**config.mk**
```make
export PLATFORM = sky130hd
export DESIGN_NAME = uart_rx_core_flat
export DESIGN_NICKNAME = d
export VERILOG_FILES = /design/src/rtl/uart_pkg.sv /design/src/rtl/uart_rx_core_if.sv /design/src/rtl/uart_rx_fifo.sv /design/src/rtl/uart_rx_core.sv /design/src/flat_wrapper.sv
export SDC_FILE = /design/constraint.sdc
export NUM_CORES = 1
export LEC_CHECK = 0
export CAP_MARGIN = 15
export CORE_MARGIN = 1.5
export CORE_UTILIZATION = 54
export CTS_CLUSTER_DIAMETER = 60
export DETAILED_ROUTE_END_ITERATION = 16
export HOLD_SLACK_MARGIN = 0.15
export PLACE_DENSITY = 0.77
export SYNTH_ARGS = -nofsm -noshare
export SYNTH_HDL_FRONTEND = slang
export SYNTH_HIERARCHICAL = 1
export SYNTH_SLANG_ARGS = --single-unit
```
**constraint.sdc**
```tcl
create_clock -name S_AXI_ACLK -period 3.6 [get_ports S_AXI_ACLK]
set_clock_uncertainty 0.1 [all_clocks]
set_input_delay 0.72 -clock S_AXI_ACLK [delete_from_list [all_inputs] [get_ports S_AXI_ACLK]]
set_output_delay 0.72 -clock S_AXI_ACLK [all_outputs]
set_load 0.02 [all_outputs]
```
**src/rtl/uart_pkg.sv**
```systemverilog
`timescale 1ns/1ps
// uart_pkg: shared definitions for the core0 UART peripheral.
//   - rx_state_e  : receive FSM states
//   - BAUD_115200 : reset value of the baud divisor register
//   - REG_*       : AXI register offsets
package uart_pkg;

    typedef enum logic [1:0] {
        RxIdle,
        RxStart,
        RxData,
        RxStop
    } rx_state_e;

    localparam logic [15:0] BAUD_115200 = 16'h01B8;

    localparam logic [4:0] REG_STATE  = 5'h00;
    localparam logic [4:0] REG_TX     = 5'h04;
    localparam logic [4:0] REG_BAUD   = 5'h08;
    localparam logic [4:0] REG_RX     = 5'h0C;  // read pops the RX FIFO
    localparam logic [4:0] REG_RXSTAT = 5'h10;  // {count, overrun, frame, valid}

endpackage

```
**src/rtl/uart_rx_core_if.sv**
```systemverilog
`timescale 1ns/1ps
// uart_rx_core_if: received-byte port between the RX core and its consumer.
//   rx_data  : byte at the FIFO head
//   rx_valid : FIFO not empty
//   rx_ready : consumer pop (effective when rx_valid is also high)
//   rx_count : FIFO occupancy, 0..DEPTH
// master = RX core (byte source), slave = register block (byte sink).
interface uart_rx_core_if #(
    parameter int unsigned DEPTH = 4
);
    logic [7:0]             rx_data;
    logic                   rx_valid;
    logic                   rx_ready;
    logic [$clog2(DEPTH):0] rx_count;

    modport master (output rx_data, output rx_valid, output rx_count, input rx_ready);
    modport slave  (input rx_data, input rx_valid, input rx_count, output rx_ready);
endinterface

```
**src/rtl/uart_rx_fifo.sv**
```systemverilog
`timescale 1ns/1ps
// uart_rx_fifo: circular byte buffer for received UART data.
//   push/wdata : write one byte (dropped when full unless a pop happens in the same cycle)
//   pop/rdata  : rdata shows the head; pop advances it (ignored when empty)
//   full/empty/count : occupancy status, count ranges 0..DEPTH
// DEPTH must be a power of two so the pointers wrap naturally.
module uart_rx_fifo #(
    parameter int unsigned DEPTH = 4
) (
    input  logic                   S_AXI_ACLK,
    input  logic                   S_AXI_ARESETN,
    input  logic                   push,
    input  logic [7:0]             wdata,
    input  logic                   pop,
    output logic [7:0]             rdata,
    output logic                   full,
    output logic                   empty,
    output logic [$clog2(DEPTH):0] count
);
    localparam int unsigned PW = $clog2(DEPTH);
    localparam logic [PW:0] FULL_CNT = (PW + 1)'(DEPTH);

    logic [7:0]    mem_q [DEPTH];
    logic [PW-1:0] wr_ptr_q, rd_ptr_q;
    logic [PW:0]   count_q;
    logic          do_push, do_pop;

    assign empty   = (count_q == '0);
    assign full    = (count_q == FULL_CNT);
    assign do_pop  = pop && !empty;
    // A push into a full FIFO still lands if the head leaves in the same cycle.
    assign do_push = push && (!full || do_pop);
    assign rdata   = mem_q[rd_ptr_q];
    assign count   = count_q;

    always_ff @(posedge S_AXI_ACLK or negedge S_AXI_ARESETN) begin
        if (!S_AXI_ARESETN) begin
            for (int i = 0; i < int'(DEPTH); i++) mem_q[i] <= '0;
            wr_ptr_q <= '0;
            rd_ptr_q <= '0;
            count_q  <= '0;
        end else begin
            if (do_push) begin
                mem_q[wr_ptr_q] <= wdata;
                wr_ptr_q        <= wr_ptr_q + 1'b1;
            end
            if (do_pop) rd_ptr_q <= rd_ptr_q + 1'b1;
            case ({do_push, do_pop})
                2'b10:   count_q <= count_q + 1'b1;
                2'b01:   count_q <= count_q - 1'b1;
                default: count_q <= count_q;
            endcase
        end
    end

endmodule

```
**src/rtl/uart_rx_core.sv**
```systemverilog
`timescale 1ns/1ps
// uart_rx_core: 8N1 UART receiver with byte FIFO.
//   S_AXI_ACLK, S_AXI_ARESETN : clock, async active-low reset
//   baud_div    : bit period minus 1 in clocks, latched at each start edge
//   rx_pin      : asynchronous serial input, idles high
//   rx_port     : byte source port (data/valid/ready/count)
//   rx_busy     : receive FSM not idle
//   frame_err   : sticky, stop bit sampled low
//   overrun_err : sticky, byte arrived while FIFO full
//   err_clr     : clears both sticky flags (a same-cycle set wins)
module uart_rx_core
    import uart_pkg::*;
#(
    parameter int unsigned DEPTH       = 4,
    parameter int unsigned SYNC_STAGES = 2
) (
    input  logic           S_AXI_ACLK,
    input  logic           S_AXI_ARESETN,
    input  logic [15:0]    baud_div,
    input  logic           rx_pin,
    uart_rx_core_if.master rx_port,
    output logic           rx_busy,
    output logic           frame_err,
    output logic           overrun_err,
    input  logic           err_clr
);
    logic [SYNC_STAGES-1:0] sync_q;
    logic                   rxs, rxs_prev_q;

    rx_state_e   state_q;
    logic [15:0] div_q, cnt_q;
    logic [2:0]  bit_cnt_q;
    logic [7:0]  shift_q;
    logic        push_q, busy_q, frame_err_q, overrun_err_q;

    logic [16:0] period;
    logic [15:0] half_last;
    logic        fifo_full, fifo_empty, pop;

    // Synchroniser resets to idle-high so reset release never looks like a start edge.
    always_ff @(posedge S_AXI_ACLK or negedge S_AXI_ARESETN) begin
        if (!S_AXI_ARESETN) sync_q <= '1;
        else                sync_q <= {sync_q[SYNC_STAGES-2:0], rx_pin};
    end
    assign rxs = sync_q[SYNC_STAGES-1];

    assign period    = {1'b0, div_q} + 17'd1;
    assign half_last = period[16:1] - 16'd1;

    always_ff @(posedge S_AXI_ACLK or negedge S_AXI_ARESETN) begin
        if (!S_AXI_ARESETN) begin
            state_q     <= RxIdle;
            rxs_prev_q  <= 1'b1;
            div_q       <= '0;
            cnt_q       <= '0;
            bit_cnt_q   <= '0;
            shift_q     <= '0;
            push_q      <= 1'b0;
            busy_q      <= 1'b0;
            frame_err_q <= 1'b0;
        end else begin
            rxs_prev_q <= rxs;
            push_q     <= 1'b0;
            if (err_clr) frame_err_q <= 1'b0;
            case (state_q)
                RxIdle: begin
                    if (!rxs && rxs_prev_q) begin
                        div_q   <= baud_div;
                        cnt_q   <= '0;
                        busy_q  <= 1'b1;
                        state_q <= RxStart;
                    end
                end
                RxStart: begin
                    cnt_q <= cnt_q + 16'd1;
                    if (cnt_q == half_last) begin
                        cnt_q     <= '0;
                        bit_cnt_q <= '0;
                        if (rxs) begin
                            // Line went back high mid start bit: a glitch, not a frame.
                            busy_q  <= 1'b0;
                            state_q <= RxIdle;
                        end else begin
                            state_q <= RxData;
                        end
                    end
                end
                RxData: begin
                    cnt_q <= cnt_q + 16'd1;
                    if (cnt_q == div_q) begin
                        cnt_q              <= '0;
                        shift_q[bit_cnt_q] <= rxs;
                        bit_cnt_q          <= bit_cnt_q + 3'd1;
                        if (bit_cnt_q == 3'd7) state_q <= RxStop;
                    end
                end
                RxStop: begin
                    cnt_q <= cnt_q + 16'd1;
                    if (cnt_q == div_q) begin
                        cnt_q   <= '0;
                        busy_q  <= 1'b0;
                        state_q <= RxIdle;
                        if (rxs) push_q      <= 1'b1;
                        else     frame_err_q <= 1'b1;
                    end
                end
                default: state_q <= RxIdle;
            endcase
        end
    end

    assign pop = rx_port.rx_valid && rx_port.rx_ready;

    // Overrun only when the head is not leaving in the same cycle.
    always_ff @(posedge S_AXI_ACLK or negedge S_AXI_ARESETN) begin
        if (!S_AXI_ARESETN) begin
            overrun_err_q <= 1'b0;
        end else if (push_q && fifo_full && !pop) begin
            overrun_err_q <= 1'b1;
        end else if (err_clr) begin
            overrun_err_q <= 1'b0;
        end
    end

    uart_rx_fifo #(
        .DEPTH(DEPTH)
    ) u_fifo (
        .S_AXI_ACLK   (S_AXI_ACLK),
        .S_AXI_ARESETN(S_AXI_ARESETN),
        .push         (push_q),
        .wdata        (shift_q),
        .pop          (pop),
        .rdata        (rx_port.rx_data),
        .full         (fifo_full),
        .empty        (fifo_empty),
        .count        (rx_port.rx_count)
    );

    assign rx_port.rx_valid = !fifo_empty;
    assign rx_busy          = busy_q;
    assign frame_err        = frame_err_q;
    assign overrun_err      = overrun_err_q;

endmodule

```
**src/flat_wrapper.sv**
```systemverilog
// flat-port wrapper written by rule: the top's interface ports become plain ports
module uart_rx_core_flat import uart_pkg::*;
#(
    parameter int unsigned DEPTH       = 4,
    parameter int unsigned SYNC_STAGES = 2
)
  (S_AXI_ACLK, S_AXI_ARESETN, baud_div, rx_pin, rx_busy, frame_err, overrun_err, err_clr, rx_port_rx_data, rx_port_rx_valid, rx_port_rx_count, rx_port_rx_ready);
  uart_rx_core_if #(.DEPTH(DEPTH)) rx_port_i ();
  input  logic S_AXI_ACLK;
  input  logic S_AXI_ARESETN;
  input  logic [15:0] baud_div;
  input  logic rx_pin;
  output logic rx_busy;
  output logic frame_err;
  output logic overrun_err;
  input  logic err_clr;
  output wire logic [$bits(rx_port_i.rx_data)-1:0] rx_port_rx_data;
  output wire logic [$bits(rx_port_i.rx_valid)-1:0] rx_port_rx_valid;
  output wire logic [$bits(rx_port_i.rx_count)-1:0] rx_port_rx_count;
  input wire logic [$bits(rx_port_i.rx_ready)-1:0] rx_port_rx_ready;
  assign rx_port_rx_data = rx_port_i.rx_data;
  assign rx_port_rx_valid = rx_port_i.rx_valid;
  assign rx_port_rx_count = rx_port_i.rx_count;
  assign rx_port_i.rx_ready = rx_port_rx_ready;
  uart_rx_core #(.DEPTH(DEPTH), .SYNC_STAGES(SYNC_STAGES)) u_core (.S_AXI_ACLK(S_AXI_ACLK), .S_AXI_ARESETN(S_AXI_ARESETN), .baud_div(baud_div), .rx_pin(rx_pin), .rx_port(rx_port_i), .rx_busy(rx_busy), .frame_err(frame_err), .overrun_err(overrun_err), .err_clr(err_clr));
endmodule
```
==> out/results.md <==
| Parameter | Reported |
| --- | --- |
| Post-route cell area | 6630 µm² |
| Total congestion overflow after global routing | 0 |
| Port Buffers | 35 |
| Normalized max-slew margin | 57.1% |
| Count of routing violations after the opening detailed-route iteration | 252 |
| Final estimated routing congestion in global placement | 0.966 |
| Via density per instance | 5.94 |
| Placeable core region | 9910 µm² |
| Initial antenna violation count | 0 |
| Boundary pin count | 36 |
| Insertion delay of the later-clocked pin in the worst-skew pair | 0.36 ns |
| Maximum number of pins on one net before global-route repair | 57 |
| Post-synthesis adder-cell area fraction | 2.60% |
| Clock slew at reported path FFs | 0.09 ns |
| Antenna fix cells | 0 |
| Final min period | 3.78 ns |
| H-tree levels | 3 |
| Via count | 4342 |
| Endpoint required time on the critical path | 3.76 ns |
| Highest clock rate | 0.264 GHz |
| Final setup violation count | 16 |
| Yosys synthesis warning count | 6 |
| Number of fillers in the final layout | 743 |
| Post-synthesis cell type with the largest combined area | sky130_fd_sc_hd__dfrtp_1 |
| Start-to-end type of the worst setup path | reg2reg |
| Count of state elements after synthesis | 91 |
| Total routed wirelength | 12900 µm |
| Area after DPL | 6160 µm² |
| Fraction of the mapped netlist area in simple logic gates | 16.2% |
| Beginning of the worst register-to-register path | u_core/div_q[0] |
| Net count after synthesis | 575 |
| Top-area cell type share of the netlist area | 39.5% |
| Layout area overhead | 18.9% |
| Average wire per standard cell | 17.7 µm |
| Largest family of logic cells by synthesized area | simple AND/OR/NAND/NOR gates |
| Cell types occupying the most area after synthesis | sky130_fd_sc_hd__dfrtp_1, sky130_fd_sc_hd__mux2_2, sky130_fd_sc_hd__xor2_1 |
| Commonest cells in the netlist | sky130_fd_sc_hd__dfrtp_1, sky130_fd_sc_hd__mux2_2, sky130_fd_sc_hd__nand2_1 |
| Count of maximum capacitance violations | 0 |
| Wire length of the first global-routing pass | 20900 µm |
| Setup_tns | -2.20 ns |
| Slew of the pin with the lowest slew margin | 0.638 ns |
| DRC violation count after routing | 0 |
| Distinct cell type count of the synthesized netlist | 69 |
| XOR/XNOR share of the synthesized area | 9.08% |
| Post-synthesis async set-or-reset flop share | 100% |
| Failing checks | setup timing |
| Post-route antenna net violation count | 0 |
| TritonCTS clock tree | done |
| Setup repair after global routing missed its margin | true |
| Portion of the post-synthesis area used by sequential elements | 40.9% |
| Core utilization of the finished layout | 66.9% |
| Final layout net count | 625 |
| Clock Tree Buf Depth | 2 |
| Clock buffers created by TritonCTS | 9 |
| Die ar. | 11000 µm² |
| Worst-case register-to-register setup slack | -0.18 ns |
| Total global-route track usage | 23.8% |
| Count of hold-fix buffers inserted at cts | 0 |
| Final slew viol count | 0 |
| Fraction of the cycle the final worst path needs | 105% |
| Fraction of layout cells with a size suffix above 1 | 25.4% |
| Mapped Avg Cell Area | 10.3 µm² |
| Top-count cell post-synth | sky130_fd_sc_hd__dfrtp_1 |
| Post-synthesis instance area | 5580 µm² |
| Post-DP HPWL | 8780 µm |
| Crit start category | flip-flop |
| Largest fanout on the critical path | 5 |
| Worst IR Drop VDD | 0.000337 V |
| Static Leakage | 2.91 nW |
| Worst Path Arrival | 3.94 ns |
| Total clock sinks | 91 |
| Worst setup EP type | flip-flop |
| Result of the run | complete, but fails checks |
| Area fraction in compound gates after synthesis | 13.1% |
| Final WS setup | -0.185 ns |
| Post-layout instance count excluding filler cells | 731 |
| Buffer cell driving the clock tree root | sky130_fd_sc_hd__clkbuf_8 |
| Worst min-delay path category | in2async |
| Number of global-route vias before repair | 4151 |
| Power per cell area | 696 nW/µm² |
| Prevailing post-synth register cell | sky130_fd_sc_hd__dfrtp_1 |
| Number of synthesized flops with an enable pin | 0 |
| Final hold violation count | 0 |
| Count of placed standard cells including taps | 701 |
| Share of cell area taken by muxes after synthesis | 13.9% |
| Placement row count | 36 |
| DIE WIDTH | 105 µm |
| First element of the critical path | u_core/div_q[0] |
| Chip Height | 105 µm |
| DRT Pass-1 Iters | 4 |
| Synth Instances | 543 |
| Initial Utilization | 56.3% |
## logic make-up (layout without fill, tap and decap cells)
logic type               after synthesis  after routing
buffers and inverters                 57            112
multiplexers                          61             61
adder cells (fa/ha/maj)               11             11
AND/OR/NAND/NOR                      166            166
XOR/XNOR                              57             57
AO/OA/AOI/OAI                        100            100
flip-flops                            91             91
## area by class of cell
type / instances / area (µm²) / share of cell area [%]
multi-input combinational: 395 / 3190 / 48.1
sequential: 91 / 2280 / 34.4
timing repair buffer: 78 / 716 / 10.8
tap: 133 / 166 / 2.51
clock buffer: 9 / 124 / 1.87
clock inverter: 7 / 87.6 / 1.32
inverter: 18 / 67.6 / 1.02
## layer usage
metal / global-route usage, % / vias to the layer above / routed length (µm)
met2: 36.2 / 133 / 5990
met5: 0 / - / 0
met1: 35.7 / 2130 / 6050
met3: 3.56 / 19 / 693
li1: - / 2060 / -
met4: 5.97 / 0 / 192
## where the power goes
| group | total, mW | leakage (nW) | switching (mW) | internal [mW] |
|---|---|---|---|---|
| clock network | 0.743 | 0.109 | 0.403 | 0.340 |
| registers | 1.52 | 1.20 | 0.329 | 1.20 |
| logic | 2.35 | 1.60 | 1.19 | 1.16 |
| total | 4.62 | 2.91 | 1.92 | 2.70 |
## final timing paths
check | end | cells after the start
max | u_core/cnt_q[3] | 13
min | u_core/div_q[1] | 1
max reg2reg | u_core/cnt_q[3] | 13
min reg2reg | u_core/sync_q[1] | 0
max in group asynchronous | u_core/u_fifo/mem_q[13] | 2
min in group S_AXI_ACLK | u_core/sync_q[1] | 0
## registers in the layout, indices dropped and copies added (netlist names), named ones only
name / flops
u_core/u_fifo/mem_q: 32
u_core/cnt_q: 16
u_core/div_q: 16
u_core/shift_q: 8
u_core/bit_cnt_q: 3
u_core/u_fifo/count: 3
u_core/sync_q: 2
u_core/u_fifo/rd_ptr_q: 2
u_core/u_fifo/wr_ptr_q: 2
u_core/frame_err: 1
u_core/overrun_err: 1
u_core/push_q: 1
u_core/rx_busy: 1
u_core/rxs_prev_q: 1
u_core/state_q: 1
## cell usage in the layout (no fill, tap or decap), types with 6 or more instances in the layout
cell type / n
sky130_fd_sc_hd__dfrtp_1: 87
sky130_fd_sc_hd__mux2_2: 47
sky130_fd_sc_hd__nand2_1: 43
sky130_fd_sc_hd__buf_4: 39
sky130_fd_sc_hd__clkdlybuf4s50_1: 34
sky130_fd_sc_hd__xor2_1: 29
sky130_fd_sc_hd__xnor2_1: 26
sky130_fd_sc_hd__inv_1: 18
sky130_fd_sc_hd__o21ai_0: 18
sky130_fd_sc_hd__nor3_1: 17
sky130_fd_sc_hd__nand3_1: 16
sky130_fd_sc_hd__nor2_1: 15
sky130_fd_sc_hd__a21oi_1: 12
sky130_fd_sc_hd__nand2b_1: 10
sky130_fd_sc_hd__clkbuf_8: 9
sky130_fd_sc_hd__nor4_1: 9
sky130_fd_sc_hd__nand4_1: 8
sky130_fd_sc_hd__ha_1: 8
sky130_fd_sc_hd__mux4_2: 8
sky130_fd_sc_hd__or3_1: 7
sky130_fd_sc_hd__nor3b_1: 6
sky130_fd_sc_hd__and3_1: 6
## worst max-delay path: stages (launching register included)
cell	delay, ns
sky130_fd_sc_hd__dfrtp_1	0.43
sky130_fd_sc_hd__ha_4	0.19
sky130_fd_sc_hd__or3_1	0.37
sky130_fd_sc_hd__a2111o_1	0.45
sky130_fd_sc_hd__a211oi_4	0.30
sky130_fd_sc_hd__buf_4	0.17
sky130_fd_sc_hd__nand4_1	0.17
sky130_fd_sc_hd__a2111oi_4	0.29
sky130_fd_sc_hd__o2111ai_2	0.18
sky130_fd_sc_hd__o41ai_4	0.43
sky130_fd_sc_hd__buf_4	0.21
sky130_fd_sc_hd__clkbuf_16	0.13
sky130_fd_sc_hd__a21oi_1	0.06
sky130_fd_sc_hd__o22a_1	0.20
## timing repair
item                                    in CTS  in global routing
pin swaps                                    4                 18
gates cloned                                 2                  1
endpoints found under the setup margin      17                 22
endpoints found under the hold margin        0                  0
gates resized for setup                     10                 23
buffers inserted                             1                 10
## through the flow
step / hold slack (ns) / setup slack, ns / total power, mW
2_1_floorplan: 0.245 / 0.0369 / 2.97
3_3_place_gp: 0.246 / -0.0694 / 3.47
3_5_place_dp: 0.247 / -0.171 / 3.54
4_1_cts: 0.215 / -0.00640 / 4.37
5_1_grt: 0.240 / -0.307 / 4.91
6_report: 0.213 / -0.185 / 4.62
No activity file was read; power rests on OpenSTA's default activity.
